==> src/rtl/fpu_pkg.sv <==
// Shared constants and types for the FPU-format to int32 converter.
// Latency: n/a (declarations only).
// Backpressure: n/a.
package fpu_pkg;

  // Operand layout: {sign, exp[EXP_W-1:0], mant[MANT_W-1:0]}, biased exponent.
  localparam int EXP_W  = 6;
  localparam int MANT_W = 25;
  localparam int BIAS   = 31;

  // Result and status geometry.
  localparam int DATA_W = 32;
  localparam int STAT_W = 4;
  // Shift counter covers the largest right shift (E=0 -> 25 positions).
  localparam int CNT_W  = 5;

  // Status bit positions.
  localparam int ST_EXACT     = 0;
  localparam int ST_OVERFLOW  = 1;
  localparam int ST_UNDERFLOW = 2;
  localparam int ST_INEXACT   = 3;

  // One-hot status masks built from the bit positions.
  localparam logic [STAT_W-1:0] M_EXACT     = STAT_W'(1) << ST_EXACT;
  localparam logic [STAT_W-1:0] M_OVERFLOW  = STAT_W'(1) << ST_OVERFLOW;
  localparam logic [STAT_W-1:0] M_UNDERFLOW = STAT_W'(1) << ST_UNDERFLOW;
  localparam logic [STAT_W-1:0] M_INEXACT   = STAT_W'(1) << ST_INEXACT;

  // Biased exponent at which {1,mant} is already the integer (E = MANT_W).
  localparam logic [EXP_W-1:0] EXP_ALIGN = EXP_W'(BIAS + MANT_W);
  // Smallest biased exponent whose magnitude can no longer fit int32 (E = 31).
  localparam logic [EXP_W-1:0] EXP_OVF   = EXP_W'(BIAS + DATA_W - 1);

  // Conversion sequencer states.
  typedef enum logic [1:0] {
    IDLE   = 2'd0,
    DECODE = 2'd1,
    SHIFT  = 2'd2,
    DONE   = 2'd3
  } state_e;

endpackage

==> src/rtl/fpu_to_int.sv <==
// Converts a {sign, exp6, mant25} bias-31 operand to a truncated int32 with status flags.
// Latency: done pulses k+2 edges after the accepting edge, k = |E-25| (2 for zero/underflow/overflow).
// Backpressure: none; start is ignored while busy, a new start is taken in the cycle done pulses.
module fpu_to_int
  import fpu_pkg::*;
(
  input  logic              clock,
  input  logic              reset,
  input  logic              start,
  input  logic [DATA_W-1:0] op_in,
  output logic              busy,
  output logic              done,
  output logic [DATA_W-1:0] data_out,
  output logic [STAT_W-1:0] status_out
);

  localparam logic [DATA_W-1:0] INT_MAX = {1'b0, {(DATA_W-1){1'b1}}};
  localparam logic [DATA_W-1:0] INT_MIN = {1'b1, {(DATA_W-1){1'b0}}};

  // Sequencer state.
  state_e state_q, state_d;

  // Captured operand; only written on the edge that accepts start.
  logic [DATA_W-1:0] op_q, op_d;

  // Working datapath: sign, shift register, remaining shift count, direction, sticky.
  logic              sign_q, sign_d;
  logic [DATA_W-1:0] mag_q, mag_d;
  logic [CNT_W-1:0]  cnt_q, cnt_d;
  logic              left_q, left_d;
  logic              sticky_q, sticky_d;

  // Special-case bypass: mag_q already holds the final result, status is preset.
  logic              spec_q, spec_d;
  logic [STAT_W-1:0] spec_stat_q, spec_stat_d;

  // Registered outputs, held between done pulses.
  logic              done_q, done_d;
  logic [DATA_W-1:0] data_q, data_d;
  logic [STAT_W-1:0] status_q, status_d;

  // Operand field views.
  logic              op_sign;
  logic [EXP_W-1:0]  op_exp;
  logic [MANT_W-1:0] op_mant;

  // Decode helpers for the normal (in-range) case.
  logic              dec_left;
  logic [CNT_W-1:0]  dec_cnt;
  logic [DATA_W-1:0] mag_neg;

  assign op_sign = op_q[DATA_W-1];
  assign op_exp  = op_q[DATA_W-2 -: EXP_W];
  assign op_mant = op_q[MANT_W-1:0];

  // Shift direction and distance so that {1,mant} lands on the integer binary point.
  always_comb begin
    dec_left = (op_exp >= EXP_ALIGN);
    if (dec_left) begin
      dec_cnt = CNT_W'(op_exp - EXP_ALIGN);
    end else begin
      dec_cnt = CNT_W'(EXP_ALIGN - op_exp);
    end
  end

  // Two's-complement of the shifted magnitude for negative operands.
  assign mag_neg = ~mag_q + {{(DATA_W-1){1'b0}}, 1'b1};

  // Next-state and datapath control for one conversion.
  always_comb begin
    state_d     = state_q;
    op_d        = op_q;
    sign_d      = sign_q;
    mag_d       = mag_q;
    cnt_d       = cnt_q;
    left_d      = left_q;
    sticky_d    = sticky_q;
    spec_d      = spec_q;
    spec_stat_d = spec_stat_q;
    done_d      = 1'b0;
    data_d      = data_q;
    status_d    = status_q;

    unique case (state_q)
      IDLE: begin
        if (start) begin
          op_d    = op_in;
          state_d = DECODE;
        end
      end

      DECODE: begin
        sign_d      = op_sign;
        sticky_d    = 1'b0;
        left_d      = 1'b0;
        cnt_d       = '0;
        spec_d      = 1'b1;
        spec_stat_d = '0;
        if (op_exp == '0) begin
          // Reserved exponent encodes zero regardless of sign.
          mag_d       = '0;
          spec_stat_d = M_EXACT;
          state_d     = DONE;
        end else if (op_exp < EXP_W'(BIAS)) begin
          // |value| < 1 truncates to zero.
          mag_d       = '0;
          spec_stat_d = M_UNDERFLOW | M_INEXACT;
          state_d     = DONE;
        end else if (op_exp >= EXP_OVF) begin
          // -2^31 exactly is the one representable value at or above 2^31.
          if (op_sign && (op_exp == EXP_OVF) && (op_mant == '0)) begin
            mag_d       = INT_MIN;
            spec_stat_d = M_EXACT;
          end else begin
            mag_d       = op_sign ? INT_MIN : INT_MAX;
            spec_stat_d = M_OVERFLOW;
          end
          state_d = DONE;
        end else begin
          spec_d  = 1'b0;
          mag_d   = {{(DATA_W-MANT_W-1){1'b0}}, 1'b1, op_mant};
          left_d  = dec_left;
          cnt_d   = dec_cnt;
          state_d = (dec_cnt != '0) ? SHIFT : DONE;
        end
      end

      SHIFT: begin
        if (left_q) begin
          mag_d = {mag_q[DATA_W-2:0], 1'b0};
        end else begin
          mag_d    = {1'b0, mag_q[DATA_W-1:1]};
          sticky_d = sticky_q | mag_q[0];
        end
        cnt_d = cnt_q - CNT_W'(1);
        if (cnt_q == CNT_W'(1)) begin
          state_d = DONE;
        end
      end

      DONE: begin
        done_d = 1'b1;
        if (spec_q) begin
          data_d   = mag_q;
          status_d = spec_stat_q;
        end else begin
          data_d   = sign_q ? mag_neg : mag_q;
          status_d = sticky_q ? M_INEXACT : M_EXACT;
        end
        state_d = IDLE;
      end

      default: begin
        state_d = IDLE;
      end
    endcase
  end

  // State and datapath registers; reset aborts any conversion without a done pulse.
  always_ff @(posedge clock or posedge reset) begin
    if (reset) begin
      state_q     <= IDLE;
      op_q        <= '0;
      sign_q      <= 1'b0;
      mag_q       <= '0;
      cnt_q       <= '0;
      left_q      <= 1'b0;
      sticky_q    <= 1'b0;
      spec_q      <= 1'b0;
      spec_stat_q <= '0;
      done_q      <= 1'b0;
      data_q      <= '0;
      status_q    <= '0;
    end else begin
      state_q     <= state_d;
      op_q        <= op_d;
      sign_q      <= sign_d;
      mag_q       <= mag_d;
      cnt_q       <= cnt_d;
      left_q      <= left_d;
      sticky_q    <= sticky_d;
      spec_q      <= spec_d;
      spec_stat_q <= spec_stat_d;
      done_q      <= done_d;
      data_q      <= data_d;
      status_q    <= status_d;
    end
  end

  assign busy       = (state_q != IDLE);
  assign done       = done_q;
  assign data_out   = data_q;
  assign status_out = status_q;

endmodule

==> config.mk <==
export PLATFORM = sky130hd
export DESIGN_NAME = fpu_to_int
export DESIGN_NICKNAME = d
export VERILOG_FILES = /design/src/rtl/fpu_pkg.sv /design/src/rtl/fpu_to_int.sv
export SDC_FILE = /design/constraint.sdc
export NUM_CORES = 1
export LEC_CHECK = 0
export ABC_AREA = 1
export BUFFER_PORTS_ARGS = -buffer_cell sky130_fd_sc_hd__buf_2
export CORE_MARGIN = 8
export CORE_UTILIZATION = 59
export CTS_BUF_LIST = sky130_fd_sc_hd__clkbuf_4 sky130_fd_sc_hd__clkbuf_8 sky130_fd_sc_hd__clkbuf_16
export DETAILED_ROUTE_END_ITERATION = 16
export PLACE_DENSITY = 0.78
export SETUP_SLACK_MARGIN = 0.05
export SLEW_MARGIN = 0
export SYNTH_ARGS = -nofsm -noshare
export SYNTH_HDL_FRONTEND = slang
export SYNTH_SLANG_ARGS = --single-unit
==> constraint.sdc <==
create_clock -name clock -period 3.7 [get_ports clock]
set_input_delay 0.37 -clock clock [delete_from_list [all_inputs] [get_ports clock]]
set_output_delay 0.37 -clock clock [all_outputs]
set_load 0.01 [all_outputs]
Word-level counts from Yosys, hierarchy flattened

Cells that the tools add are included.

$add $sub $neg: 4
Magnitude comparators: 3
Equality and inequality tests: 8
Multiplexer cells: 36
Bitwise logic cells: 2
Reduce and logical (&&, ||, !) cells: 11

Operator list:

| cell                                                                          | number |
|---|---|
| 32-bit two-way mux                                                            | 8 |
| 32-bit one-hot mux with 2 select lines                                        | 1 |
| 32-bit by 1-bit adder with 32-bit output (second input constant)              | 1 |
| 32-bit NOT                                                                    | 1 |
| 25-bit zero test                                                              | 1 |
| 5-bit two-way mux                                                             | 4 |
| 4-bit two-way mux                                                             | 4 |
| 6-bit greater-or-equal comparator (second input constant)                     | 2 |
| 1-bit two-way mux                                                             | 12 |
| 5-bit one-hot mux with 2 select lines                                         | 1 |
| 2-bit two-way mux                                                             | 4 |
| 2-bit one-hot mux with 4 select lines                                         | 1 |
| 6-bit == test (second input constant)                                         | 1 |
| 6-bit zero test                                                               | 1 |
| 6-bit by 5-bit less-than comparator with 1-bit output (second input constant) | 1 |
| 2-bit inequality test (second input constant)                                 | 3 |
| 2-bit AND reduction                                                           | 3 |
| 5-bit by 1-bit == test with 1-bit output (second input constant)              | 1 |
| 5-bit nonzero test                                                            | 1 |
| 5-bit by 1-bit subtractor with 5-bit output (second input constant)           | 1 |
| 5-bit subtractor (first input constant)                                       | 1 |
| 5-bit subtractor (second input constant)                                      | 1 |
| 2-bit == test (second input constant)                                         | 2 |
| 2-bit nonzero test                                                            | 2 |
| other kinds (5)                                                               | 6 |

Register bits: 116
Bits of input ports: 35
Output and inout bits: 38
Word-level logic and storage cells: 76

Longest topological paths before layout

Depth after elaboration: 8
Mapped depth: 11
Mapped depth without buffers: 10

Worst setup path after synthesis

Ideal clock, no wire load.

Path kind: register -> register
Start point: reg state_q[0]
End point: reg mag_q[19]
Setup time: 153 ps
Arrival: 1,615 ps
Data required time: 3,547 ps
Slack: 1,932 ps
Cell stages (with the launch flop): 7
Buffers on the path: 2
Period minus slack after synthesis: 1,768 ps
Cells stage by stage: dfrtp_1 -> inv_1 -> ha_1 -> inv_1 -> clkbuf_1 -> clkbuf_1 -> a22oi_1

Cells in the longest elaborated chain, start to end: 2
Elaborated cells on any way between the ends: 4
Those cells by class: 2 x eq/ne; 1 x mux; 1 x reduce/logical

Ends and longest elaborated chain:

| element                                                                             | RTL line          | source |
|---|---|---|
| start, declared                                                                     | fpu_to_int.sv:21  | `state_e state_q, state_d;` |
| start signal, assigned                                                              | fpu_to_int.sv:175 | `state_q <= state_d;` |
| 2-bit == test / 2-bit by 1-bit == test with 1-bit output (equally long branches)    | fpu_to_int.sv:84  | `unique case (state_q)` |
| 32-bit one-hot mux with 2 select lines / 2-bit nonzero test (equally long branches) | n/a               |  |
| end signal, assigned                                                                | fpu_to_int.sv:178 | `mag_q <= mag_d;` |
| end, declared                                                                       | fpu_to_int.sv:28  | `logic [DATA_W-1:0] mag_q, mag_d;` |

Several ways; a longest one is shown, not always the timed one.
A chain may end at the register's enable or synchronous reset.

Worst setup path after layout

Start point: reg state_q[0]
End point: reg mag_q[3]

Same word-level chain as after synthesis.

==> qor.yml <==
run_status:
  status: "finished clean"
min_path:
  hold_class: "input pin to flip-flop"
clocking:
  cts_tree: "done"
  cts_max_level: 4
  cts_resized: 0
  post_cts_buffers: 0
  insertion_delay_ns: 0.53
  path_clk_slew_ns: 0.06
  cts_made_buffers: 17
  clockBufferDepth: 2
  cts_root_buf: "clkbuf_8"
  cts.sinks: 115
  holdBufCountCts: 0
sta:
  slew_violations: 0
  max_freq_ghz: 0.440
  period_share: 0.615
  rsz0062_at_grt: "false"
  fin_skew_ns: 0.0146
  slew_headroom: 0.220
  tightest_slew_ns: 1.17
  final.min_clock_period_ns: 2.27
  setup_viol: 0
  hold_viol_final: 0
  tns_ns: 0
grt:
  met2_usage: 0.351
  use_met1: 0.317
  grt.met3_usage: 0.0510
  top_usage_layer: "met2"
  grt_use_total: 0.231
  overflow: 0
  grt_max_degree: 83
  grt_pass1_vias: 5249
  antenna_found_initial: 0
  grt_pass1_wl_um: 26900
critical_path:
  reg2regPathDepth: 6
  r2r_slack_ns: 1.43
  worst_ep_required_time_ns: 4.13
  critical_path_arrival_ns: 2.71
  r2r_end: "mag_q[3]"
  crit_path_start: "state_q[0]"
  crit_fanout: 58
  critPathLaunchType: "flip-flop"
  critPathCaptureType: "flip-flop"
  critical_path_class: "flip-flop to flip-flop"
  critPathCapture: "mag_q[3]"
  timing.rr.start: "state_q[0]"
floorplanning:
  die_w_um: 119
  die_y_um: 119
  core.rowCount: 37
  core_mm2: 0.0103
  start_util: 0.606
  io-pin-count: 73
  dieArea_mm2: 0.0142
synth:
  yosysWarnings: 0
  yosysMostFrequentCell: "nand2_1"
  syn_inst: 700
  synth_top_cell_area_share: 0.460
  syn_nets: 746
  netlist_area_mm2: 0.00626
  async_flop_share: 1.00
  synth.distinct_cells: 41
  synth_top_area_cell: "dfrtp_1"
  synthTopCellsByCount: "nand2_1, dfrtp_1, inv_1"
  synth_enable_flop_cells: 0
  seq_area_frac_synth: 0.460
  ys.flop_type: "dfrtp_1"
  ys_ff_latch: 115
  avgSynthCellArea_um2: 8.94
  synthTopCellsByArea: "dfrtp_1, nand2_1, mux2_2, nand3_1, a221oi_1"
route:
  dr.first_iter.drc_count: 602
  routed_wl_um: 15900
  remaining_drc_errors: 0
  vias: 5395
  drt_pass1_iterations: 5
  wl_per_cell_um: 17.5
  ant_nets: 0
  vias_per_cell: 5.93
final_layout:
  diodes: 0
  final_nets: 807
  drive_gt1_frac: 0.224
  fill_cells: 812
  fin_util: 0.701
  area_delta_synth_final_pct: 15.8
placement:
  numPortBuffers: 72
  gp_congestion: 0.898
  hpwl_um: 11400
pwr:
  p_leak_nw: 3.44
  p_per_area_mw_per_mm2: 1140
  peakVddDrop_uv: 605
job:
  maxCapViolCount: 0
## report_power, final
| group | internal, mW | switching, mW | total, mW | leakage, nW |
|---|---|---|---|---|
| sequential | 1.93 | 0.646 | 2.57 | 1.38 |
| combinational | 1.54 | 2.46 | 4.00 | 1.77 |
| clock | 1.12 | 0.589 | 1.71 | 0.294 |
| total | 4.58 | 3.70 | 8.28 | 3.44 |
## flip-flops by register name, indices dropped and copies added (netlist names)
| name | count |
|---|---|
| cnt_q | 5 |
| data_out | 32 |
| done | 1 |
| left_q | 1 |
| mag_q | 32 |
| op_q | 32 |
| sign_q | 1 |
| spec_q | 1 |
| spec_stat_q | 3 |
| state_q | 2 |
| status_out | 4 |
| sticky_q | 1 |
## critical path: stages, from the launching register on
cell	delay, ns
dfrtp_1	0.42
inv_1	0.11
ha_1	0.46
inv_1	0.26
buf_4	0.53
a221oi_1	0.12
a22oi_1	0.23
## placed cells by master, fill, tap and decap left out, types with 16 or more instances in the layout
cell type and instances:
a221oi_1 30, a21oi_1 18, o21ai_0 41, mux2_2 26, a22oi_1 21, clkbuf_16 16
inv_1 55, nand3_1 53, dfrtp_1 115, nor2_1 50, buf_2 72, nand2_1 140
## logic make-up after synthesis
group / after synthesis / share of synthesized area
AND/OR/NAND/NOR: 277 / 0.192
AO/OA/AOI/OAI: 156 / 0.184
adder cells (fa/ha/maj): 11 / 0.0220
buffers and inverters: 99 / 0.0726
flip-flops: 115 / 0.460
XOR/XNOR: 15 / 0.0210
multiplexers: 27 / 0.0484
## per-stage QoR
stage          instances  hold WS [ns]  total power [mW]  setup slack (ns)  cell area (um^2)
6_report             910        0.0614              8.28              1.43              7240
5_1_grt              910        0.0650              8.90              1.27              7240
4_1_cts              910        0.0617              8.25              1.43              7240
3_5_place_dp         878         0.462              6.49              1.45              6620
3_3_place_gp         878         0.459              6.33              1.47              6620
2_1_floorplan        700         0.450              5.54             0.286              6260
## layer usage
metal / part of all wire / routed length, um
met1: 0.46 / 7340
met2: 0.45 / 7200
met3: 0.068 / 1080
met4: 0.019 / 301
met5: 0 / 0
## area by class of cell
| cell class | instances | area (um^2) | share of cell area |
|---|---|---|---|
| clock buffers | 19 | 435 | 0.0601 |
| inverters | 61 | 231 | 0.0320 |
| well taps | 136 | 170 | 0.0235 |
| flip-flops and latches | 115 | 2880 | 0.397 |
| repair buffers | 80 | 420 | 0.0581 |
| clock inverters | 13 | 183 | 0.0252 |
| multi-input cells | 486 | 2920 | 0.404 |
## how the worst min path moves through the flow
stage | to | slack [ns] | start | cells after the start
global placement | data_out[24] | 0.46 | data_out[24] | 2
detailed placement | data_out[25] | 0.46 | data_out[25] | 2
CTS | op_q[15] | 0.06 | op_in[15] | 2
floorplan | spec_stat_q[1] | 0.45 | spec_stat_q[1] | 2
finish | op_q[15] | 0.06 | op_in[15] | 2
global route | op_q[15] | 0.06 | op_in[15] | 2
Power figures use the tool's default switching activity.
